`config.mk`:
```
export PLATFORM = sky130hd
export DESIGN_NAME = round_sat
export DESIGN_NICKNAME = d
export VERILOG_FILES = /design/src/rtl/round_sat.sv
export SDC_FILE = /design/constraint.sdc
export NUM_CORES = 1
export LEC_CHECK = 0
export ABC_AREA = 1
export BUFFER_PORTS_ARGS = -buffer_cell sky130_fd_sc_hd__buf_2
export CELL_PAD_IN_SITES_DETAIL_PLACEMENT = 0
export CELL_PAD_IN_SITES_GLOBAL_PLACEMENT = 1
export CORE_MARGIN = 3
export CORE_UTILIZATION = 39
export CTS_CLUSTER_DIAMETER = 120
export CTS_CLUSTER_SIZE = 25
export DETAILED_ROUTE_END_ITERATION = 7
export GPL_ROUTABILITY_DRIVEN = 0
export PLACE_DENSITY_LB_ADDON = 0.1
export SETUP_SLACK_MARGIN = 0.3
export SLEW_MARGIN = 15
export SYNTH_ARGS = -nofsm -noshare
export SYNTH_HDL_FRONTEND = slang
export SYNTH_SLANG_ARGS = --single-unit
```
`constraint.sdc`:
```
create_clock -name i_clk -period 2 [get_ports i_clk]
set_clock_uncertainty 0.05 [all_clocks]
set_input_delay 0.2 -clock i_clk [delete_from_list [all_inputs] [get_ports i_clk]]
set_output_delay 0.2 -clock i_clk [all_outputs]
set_load 0.02 [all_outputs]
```
`src/rtl/round_sat.sv`:
```
// Streaming fixed-point requantiser: rounds away SHIFT LSBs with a run-time mode,
// then narrows to OWID bits with saturation or wrap. Two-stage pipeline, valid/ready.
module round_sat #(
  parameter int IWID     = 16,
  parameter int SHIFT    = 8,
  parameter int OWID     = 8,
  parameter bit SATURATE = 1'b1
) (
  input  logic            i_clk,
  input  logic            i_reset,
  input  logic            i_valid,
  output logic            o_ready,
  input  logic [IWID-1:0] i_data,
  input  logic [2:0]      i_mode,
  output logic            o_valid,
  input  logic            i_ready,
  output logic [OWID-1:0] o_data,
  output logic            o_ovfl,
  input  logic            i_clr_count,
  output logic [15:0]     o_ovfl_count
);

  localparam int RWID = IWID - SHIFT + 1;

  localparam logic [IWID:0] HALF    = {{(IWID-SHIFT+1){1'b0}}, 1'b1, {(SHIFT-1){1'b0}}};
  localparam logic [IWID:0] HALF_M1 = HALF - {{IWID{1'b0}}, 1'b1};

  typedef enum logic [2:0] {
    MODE_TRUNC      = 3'd0,
    MODE_HALF_UP    = 3'd1,
    MODE_HALF_DOWN  = 3'd2,
    MODE_TO_ZERO    = 3'd3,
    MODE_FROM_ZERO  = 3'd4,
    MODE_CONVERGENT = 3'd5
  } mode_e;

  logic                   ce;
  logic        [IWID:0]   bias;
  logic signed [IWID:0]   sum;
  logic        [RWID-1:0] rnd;

  logic                   s1_valid;
  logic        [RWID-1:0] s1_r;
  logic                   s1_sign;

  logic [RWID-OWID:0]     r_top;
  logic                   r_ovf;
  logic [OWID-1:0]        r_out;

  assign ce      = !o_valid || i_ready;
  assign o_ready = ce;

  always_comb begin
    bias = '0;
    case (mode_e'(i_mode))
      MODE_TRUNC:      bias = '0;
      MODE_HALF_UP:    bias = HALF;
      MODE_HALF_DOWN:  bias = HALF_M1;
      MODE_TO_ZERO:    bias = i_data[IWID-1] ? HALF : HALF_M1;
      MODE_FROM_ZERO:  bias = i_data[IWID-1] ? HALF_M1 : HALF;
      MODE_CONVERGENT: bias = i_data[SHIFT] ? HALF : HALF_M1;
      default:         bias = '0;
    endcase
    sum = $signed({i_data[IWID-1], i_data}) + $signed(bias);
    rnd = RWID'(sum >>> SHIFT);
  end

  // A negative input can only round to R <= 0 and a non-negative one to R >= 0,
  // so the registered input sign picks the saturation rail.
  always_comb begin
    r_top = s1_r[RWID-1:OWID-1];
    r_ovf = !((&r_top) || !(|r_top));
    r_out = s1_r[OWID-1:0];
    if (SATURATE && r_ovf)
      r_out = s1_sign ? {1'b1, {(OWID-1){1'b0}}} : {1'b0, {(OWID-1){1'b1}}};
  end

  always_ff @(posedge i_clk or posedge i_reset) begin
    if (i_reset) begin
      s1_valid <= 1'b0;
      s1_r     <= '0;
      s1_sign  <= 1'b0;
      o_valid  <= 1'b0;
      o_data   <= '0;
      o_ovfl   <= 1'b0;
    end else if (ce) begin
      s1_valid <= i_valid;
      if (i_valid) begin
        s1_r    <= rnd;
        s1_sign <= i_data[IWID-1];
      end
      o_valid <= s1_valid;
      if (s1_valid) begin
        o_data <= r_out;
        o_ovfl <= r_ovf;
      end
    end
  end

  always_ff @(posedge i_clk or posedge i_reset) begin
    if (i_reset)
      o_ovfl_count <= '0;
    else if (i_clr_count)
      o_ovfl_count <= '0;
    else if (o_valid && i_ready && o_ovfl && (o_ovfl_count != 16'hFFFF))
      o_ovfl_count <= o_ovfl_count + 16'd1;
  end

endmodule
```
==> results of run 1 <==
timing repair:
item | 4_1_cts | 5_1_grt
endpoints found under the setup margin | 13 | 19
hold endpoints to repair | 7 | 0
buffers inserted | 8 | 3
pin swaps | 21 | 25
gates resized for setup | 32 | 28
hold buffers | 1 | 0
flip-flops by register name, summed over array words and instances (netlist names):
| name | cells |
|---|---|
| o_data | 8 |
| s1_r | 9 |
| o_ovfl_count | 16 |
| s1_sign | 1 |
| o_valid | 1 |
| o_ovfl | 1 |
| s1_valid | 1 |
layout make-up:
| class | count | share of cell area (%) |
|---|---|---|
| repair buffers | 70 | 15.0 |
| clock buffers | 7 | 2.83 |
| clock inverters | 1 | 0.246 |
| multi-input cells | 203 | 43.9 |
| flip-flops and latches | 37 | 30.4 |
| well taps | 70 | 2.87 |
| inverters | 37 | 4.64 |
logic make-up (layout without fill, tap and decap cells):
kind of cell,after synthesis,in the layout
AOI/OAI and AO/OA,44,44
buffers and inverters,39,115
adders and majority gates,8,8
xor gates and xnor gates,4,4
and+or+nand+nor,147,147
DFF,37,37
how the worst max path moves through the flow:
| stage | start | to | slack (ps) | cells after the start |
|---|---|---|---|---|
| after CTS | o_ovfl_count[0]$_DFFE_PP0P_ | o_ovfl_count[13]$_DFFE_PP0P_ | 280 | 14 |
| after detailed placement | i_mode[2] | s1_r[7]$_DFFE_PP0P_ | -100 | 12 |
| after global placement | i_mode[0] | s1_r[7]$_DFFE_PP0P_ | -50 | 12 |
| final | i_mode[1] | s1_r[7]$_DFFE_PP0P_ | 220 | 12 |
| after global routing | i_mode[1] | s1_r[7]$_DFFE_PP0P_ | 110 | 12 |
| after floorplan | i_mode[1] | s1_r[2]$_DFFE_PP0P_ | 290 | 11 |
stage by stage:
stage	setup TNS (ps)	instances
after CTS	0	422
after global routing	0	425
after detailed placement	-456	405
final	0	425
after global placement	-72.7	405
after floorplan	0	279
critical path, cell delays in order:
cell and delay (ps):
buf_8 90, inv_4 30, o211ai_1 230, nand3_2 140, ha_4 300, nand2_4 60, nor2_4 140, nand4_1 140
nand2_2 190, nand4_1 170, nand2_1 130, o211ai_1 90
power groups by stage:
stage	clock, uW	sequential (uW)	combinational [uW]
2_1_floorplan	0	1040	282
3_3_place_gp	0	948	585
3_5_place_dp	0	953	593
4_1_cts	569	937	670
5_1_grt	601	950	792
6_report	548	937	717
per-layer routing:
layer | wire (um) | part of all wire (%) | vias up
met5 | 0 | 0 | -
met4 | 99 | 1.8 | 0
met3 | 283 | 5.1 | 9
met2 | 2640 | 47 | 52
met1 | 2540 | 46 | 975
li1 | - | - | 1069
layout by cell type, fill, tap and decap left out, types with 2 or more instances in the layout:
| master | n |
|---|---|
| nand2_1 | 60 |
| buf_2 | 45 |
| dfrtp_1 | 35 |
| inv_1 | 27 |
| nor2_1 | 18 |
| buf_4 | 18 |
| a21oi_1 | 16 |
| nand3_1 | 16 |
| nand4_1 | 9 |
| nor2_2 | 8 |
| o21ai_1 | 8 |
| inv_2 | 8 |
| nor2_4 | 8 |
| ha_4 | 8 |
| o21ai_0 | 7 |
| nand2_4 | 6 |
| clkbuf_8 | 6 |
| nand2_2 | 5 |
| nor3_1 | 5 |
| nand3_2 | 5 |
| a21oi_2 | 4 |
| xor2_1 | 3 |
| nor3_2 | 3 |
| o21a_1 | 3 |
| buf_8 | 3 |
| o211ai_1 | 2 |
| buf_6 | 2 |
| dfrtp_2 | 2 |
==> metrics.txt, run 1 <==
Yosys reg bits=37; Internal Power=1430 uW; RSZ-0062 raised after global routing=yes; Sequential Power Share=42.5%; antenna violations before repair=0; worst-margin pin slew=475 ps; r2r startpoint=o_ovfl_count[0]$_DFFE_PP0P_; synth warn=0; Slew Limit Headroom=68.1%; overall routing resource usage=17.6%; PD cells=722 nW/um^2; first-pass GRT wire length=8980 um; Core Util, Final=58.2%; endpoint class of the critical path=flop; Yosys top cell by area=dfrtp_1; Root Buffer=clkbuf_8; Multi-input gate area=1340 um^2; Synth-to-Final Area Change=40.7%; syn nets=311; Unique masters post-synth=29; worst slack at placement=-97.2 ps; fin nets=386; Pwr Total=2200 uW; maximum clock frequency=562 MHz; Initial DRC Count=109; setup violators final=0; fraction of registers with async set/reset=100%; dpl cell area=2580 um^2; R2R Setup Slk=280 ps; Hold Path Class=input port to flop; Core Area=5240 um^2; worst path required time=2120 ps; total wire length=5570 um; Clock Sinks=37; Clock transition at path regs=80 ps; CTS tree=built; Post-synth EDFFs=0; DR WL/cell=13.1 um; synthesized area per cell=7.77 um^2; Lkg Pwr=0.00146 uW; die footprint=6490 um^2; post-layout min period=1780 ps; insertion delay to the later sink of the worst-skew pair=290 ps; layout cells sized above 1=39.4%; Compound-Gate Fraction of Synth Area=10.9%; multiplexer area fraction after synthesis=0%; Hold Fails Final Rpt=0; top cell type's share of synthesized area=42.7%; CP arrival=1900 ps; total gr overflow=0; Comb pwr share=32.6%; final instance area=3050 um^2; Clk pwr share=24.9%; WHS Endpoint=o_ovfl_count[7]$_DFFE_PP0P_; Synth Cell Area=2170 um^2; Via Count=2105; NetSw=772 uW; IO Count=51; Setup crit start kind=input port; setup ws final=222 ps; Cells after Synth=279; GR peak layer=met2; Tcrit/Tclk final=88.9%; DIE WIDTH=80.5 um; commonest cells in the synthesized netlist=nand2_1, dfrtp_1, inv_1; Max IR drop VDD=0.000386 V; WHS Path Cells=2; critical-path maximum fanout=8; largest family of logic cells by synthesized area=simple AND/OR/NAND/NOR gates; Avg Vias per Cell=4.95; Slew Limit Fails=0; HPWL Detailed=3860 um; IO Port Bufs=50; Final ANT Viol Nets=0; R2R cell count=12; Adder-Cell Fraction of Synth Area=4.62%; largest cells by area after synthesis=dfrtp_1, nand2_1, inv_1, a21oi_1, nand3_1; Hold WS=57.6 ps; Reg-to-Reg End=o_ovfl_count[9]$_DFFE_PP0P_; FP Rows=26; sequential fraction of the synthesis area=42.7%; number of CTS-inserted buffers=5; Seq. cell area=928 um^2; critical path class=input port to flop; TritonRoute pass-1 iters=4; vias in the first global route=1940; hold_sp=i_clr_count; Die Span Y=80.5 um; Post-route DRC=0; Switching Share=35.1%; top-count cell post-synth=nand2_1; # fillers=533; Max-cap violations=0; H-tree depth=2; initial core utilization=41.4%; Max Root-Sink Buffers=2; GR Util met3=3.48%; largest net degree at the start of global routing=31; run status=finished, final reports clean; met2 Use GR=28.1%; Top FF cell, synth=dfrtp_1; met1 Use GR=24.1%; Synth Area in XOR/XNOR=1.62%; # diodes=0; Post-Synth Simple-Gate Area=33.3%
Note: power is estimated with default switching activity, not from simulation.
==> inputs of run 2 (changes only) <==
==> constraint.sdc (replaced) <==
create_clock -name i_clk -period 2 [get_ports i_clk]
set_clock_uncertainty 0.05 [all_clocks]
set_input_delay 0.2 -clock i_clk [delete_from_list [all_inputs] [get_ports i_clk]]
set_output_delay 0.2 -clock i_clk [all_outputs]
set_load 0.05 [all_outputs]
==> metrics.txt, run 2 (synthesized netlist as in run 1, its figures left out) <==
Hold Fails Final Rpt=0; Top Metal Used=met4; Largest regs=o_ovfl_count (16), s1_r (9), o_data (8); largest net degree at the start of global routing=31; Root Buffer=clkbuf_8; Setup crit start kind=input port; Pwr Total=2480 uW; antenna violations before repair=0; IO Count=51; DIE WIDTH=80.5 um; RSZ-0062 raised after global routing=yes; Max-cap violations=0; CTS tree=built; Avg Vias per Cell=4.84; H-tree depth=2; Clock transition at path regs=80 ps; total gr overflow=0; Via Count=2073; total wire length=5330 um; Post-route DRC=0; TNS Setup=0 ps; TritonRoute pass-1 iters=4; Slew Limit Headroom=69.9%; FP Rows=26; critical-path maximum fanout=8; Tcrit/Tclk final=85.6%; Lkg Pwr=0.00149 uW; vias in the first global route=1981; Slew Limit Fails=0; number of CTS-inserted buffers=5; max reg flops=16; CP arrival=1830 ps; IO Port Bufs=50; worst-margin pin slew=448 ps; Hold Path Class=input port to flop; setup violators final=0; # diodes=0; post-layout min period=1710 ps; routed wl met3=306 um; run status=finished, final reports clean; DR WL/cell=12.4 um; fin nets=390; first-pass GRT wire length=8880 um; commonest non-fill, non-tap cells in the layout=nand2_1, buf_2, dfrtp_1, inv_1, buf_4; die footprint=6490 um^2; Max IR drop VDD=0.000509 V; Synth-to-Final Area Change=43.6%; met1 WL=2510 um; Largest Register=o_ovfl_count; Final ANT Viol Nets=0; critical path class=input port to flop; PD cells=797 nW/um^2; initial core utilization=41.4%; Die Span Y=80.5 um; insertion delay to the later sink of the worst-skew pair=290 ps; overall routing resource usage=17.4%; layout cells sized above 1=41.3%; Core Util, Final=59.4%; most common cell after layout, fill and taps aside=nand2_1; worst path required time=2120 ps; Clock Sinks=37; Initial DRC Count=105; HPWL Detailed=3810 um; Max Root-Sink Buffers=2; endpoint class of the critical path=flop; maximum clock frequency=584 MHz; met2 wire length=2440 um; Core Area=5240 um^2
run 2: cell types whose count changed in the layout (fill, tap and decap cells not counted), sizes merged:
cell	delta
clkinv	+1
clkbuf	-2
clkinvlp	-1
buf	+4
bufinv	+1
run 2: layout make-up:
cell class              count  area [um^2]
fillers                   495         2120
multi-input cells         203         1360
flip-flops and latches     37          935
repair buffers             74          488
inverters                  37          144
well taps                  70         87.6
clock buffers               5         68.8
clock inverters             2         35.0
run 2: final timing paths:
kind	startpoint	end	slack (ps)	depth (start not counted)
max	i_mode[1]	s1_r[1]$_DFFE_PP0P_	290	12
min	i_clr_count	o_ovfl_count[7]$_DFFE_PP0P_	60	2
max reg2reg	o_ovfl_count[0]$_DFFE_PP0P_	o_ovfl_count[13]$_DFFE_PP0P_	310	14
min reg2reg	s1_valid$_DFFE_PP0N_	o_valid$_DFFE_PP0N_	430	2
max in group asynchronous	i_reset	o_ovfl_count[3]$_DFFE_PP0P_	1030	4
min in group asynchronous	i_reset	o_ovfl_count[11]$_DFFE_PP0P_	370	3
run 2: where the power goes:
group | switching, uW | total [uW] | internal (uW)
clock | 268 | 630 | 363
sequential | 70.2 | 936 | 866
combinational | 620 | 914 | 293
run 2: routing by layer:
| layer | global-route usage, % | up-vias |
|---|---|---|
| li1 | - | 1082 |
| met1 | 23.0 | 937 |
| met2 | 28.1 | 48 |
| met3 | 3.92 | 6 |
| met4 | 5.74 | 0 |
| met5 | 0 | - |
run 2: critical path, cell delays in order:
cell and delay [ps]:
buf_8 90, inv_4 30, nand4_1 120, nand3_4 210, ha_4 310, a21oi_2 140
o21ai_1 80, a21oi_2 190, nand2_4 100, buf_4 150, xnor2_2 120, o21ai_1 70
run 2: through the flow:
step	setup slack (ps)	area [um^2]	cells	hold slack, ps
2_1_floorplan	251	2230	279	213
3_3_place_gp	-53.6	2620	403	134
3_5_place_dp	-76.9	2620	403	138
4_1_cts	258	2940	422	45.6
5_1_grt	106	3110	428	72.6
6_report	288	3110	428	62.5
run 2: timing repair:
item,in CTS,in global routing
cloned,0,0
gates resized for setup,24,33
pin swaps,23,27
hold endpoints to repair,7,0
buffers inserted,11,6
setup endpoints to repair,6,20
hold buffers,1,0
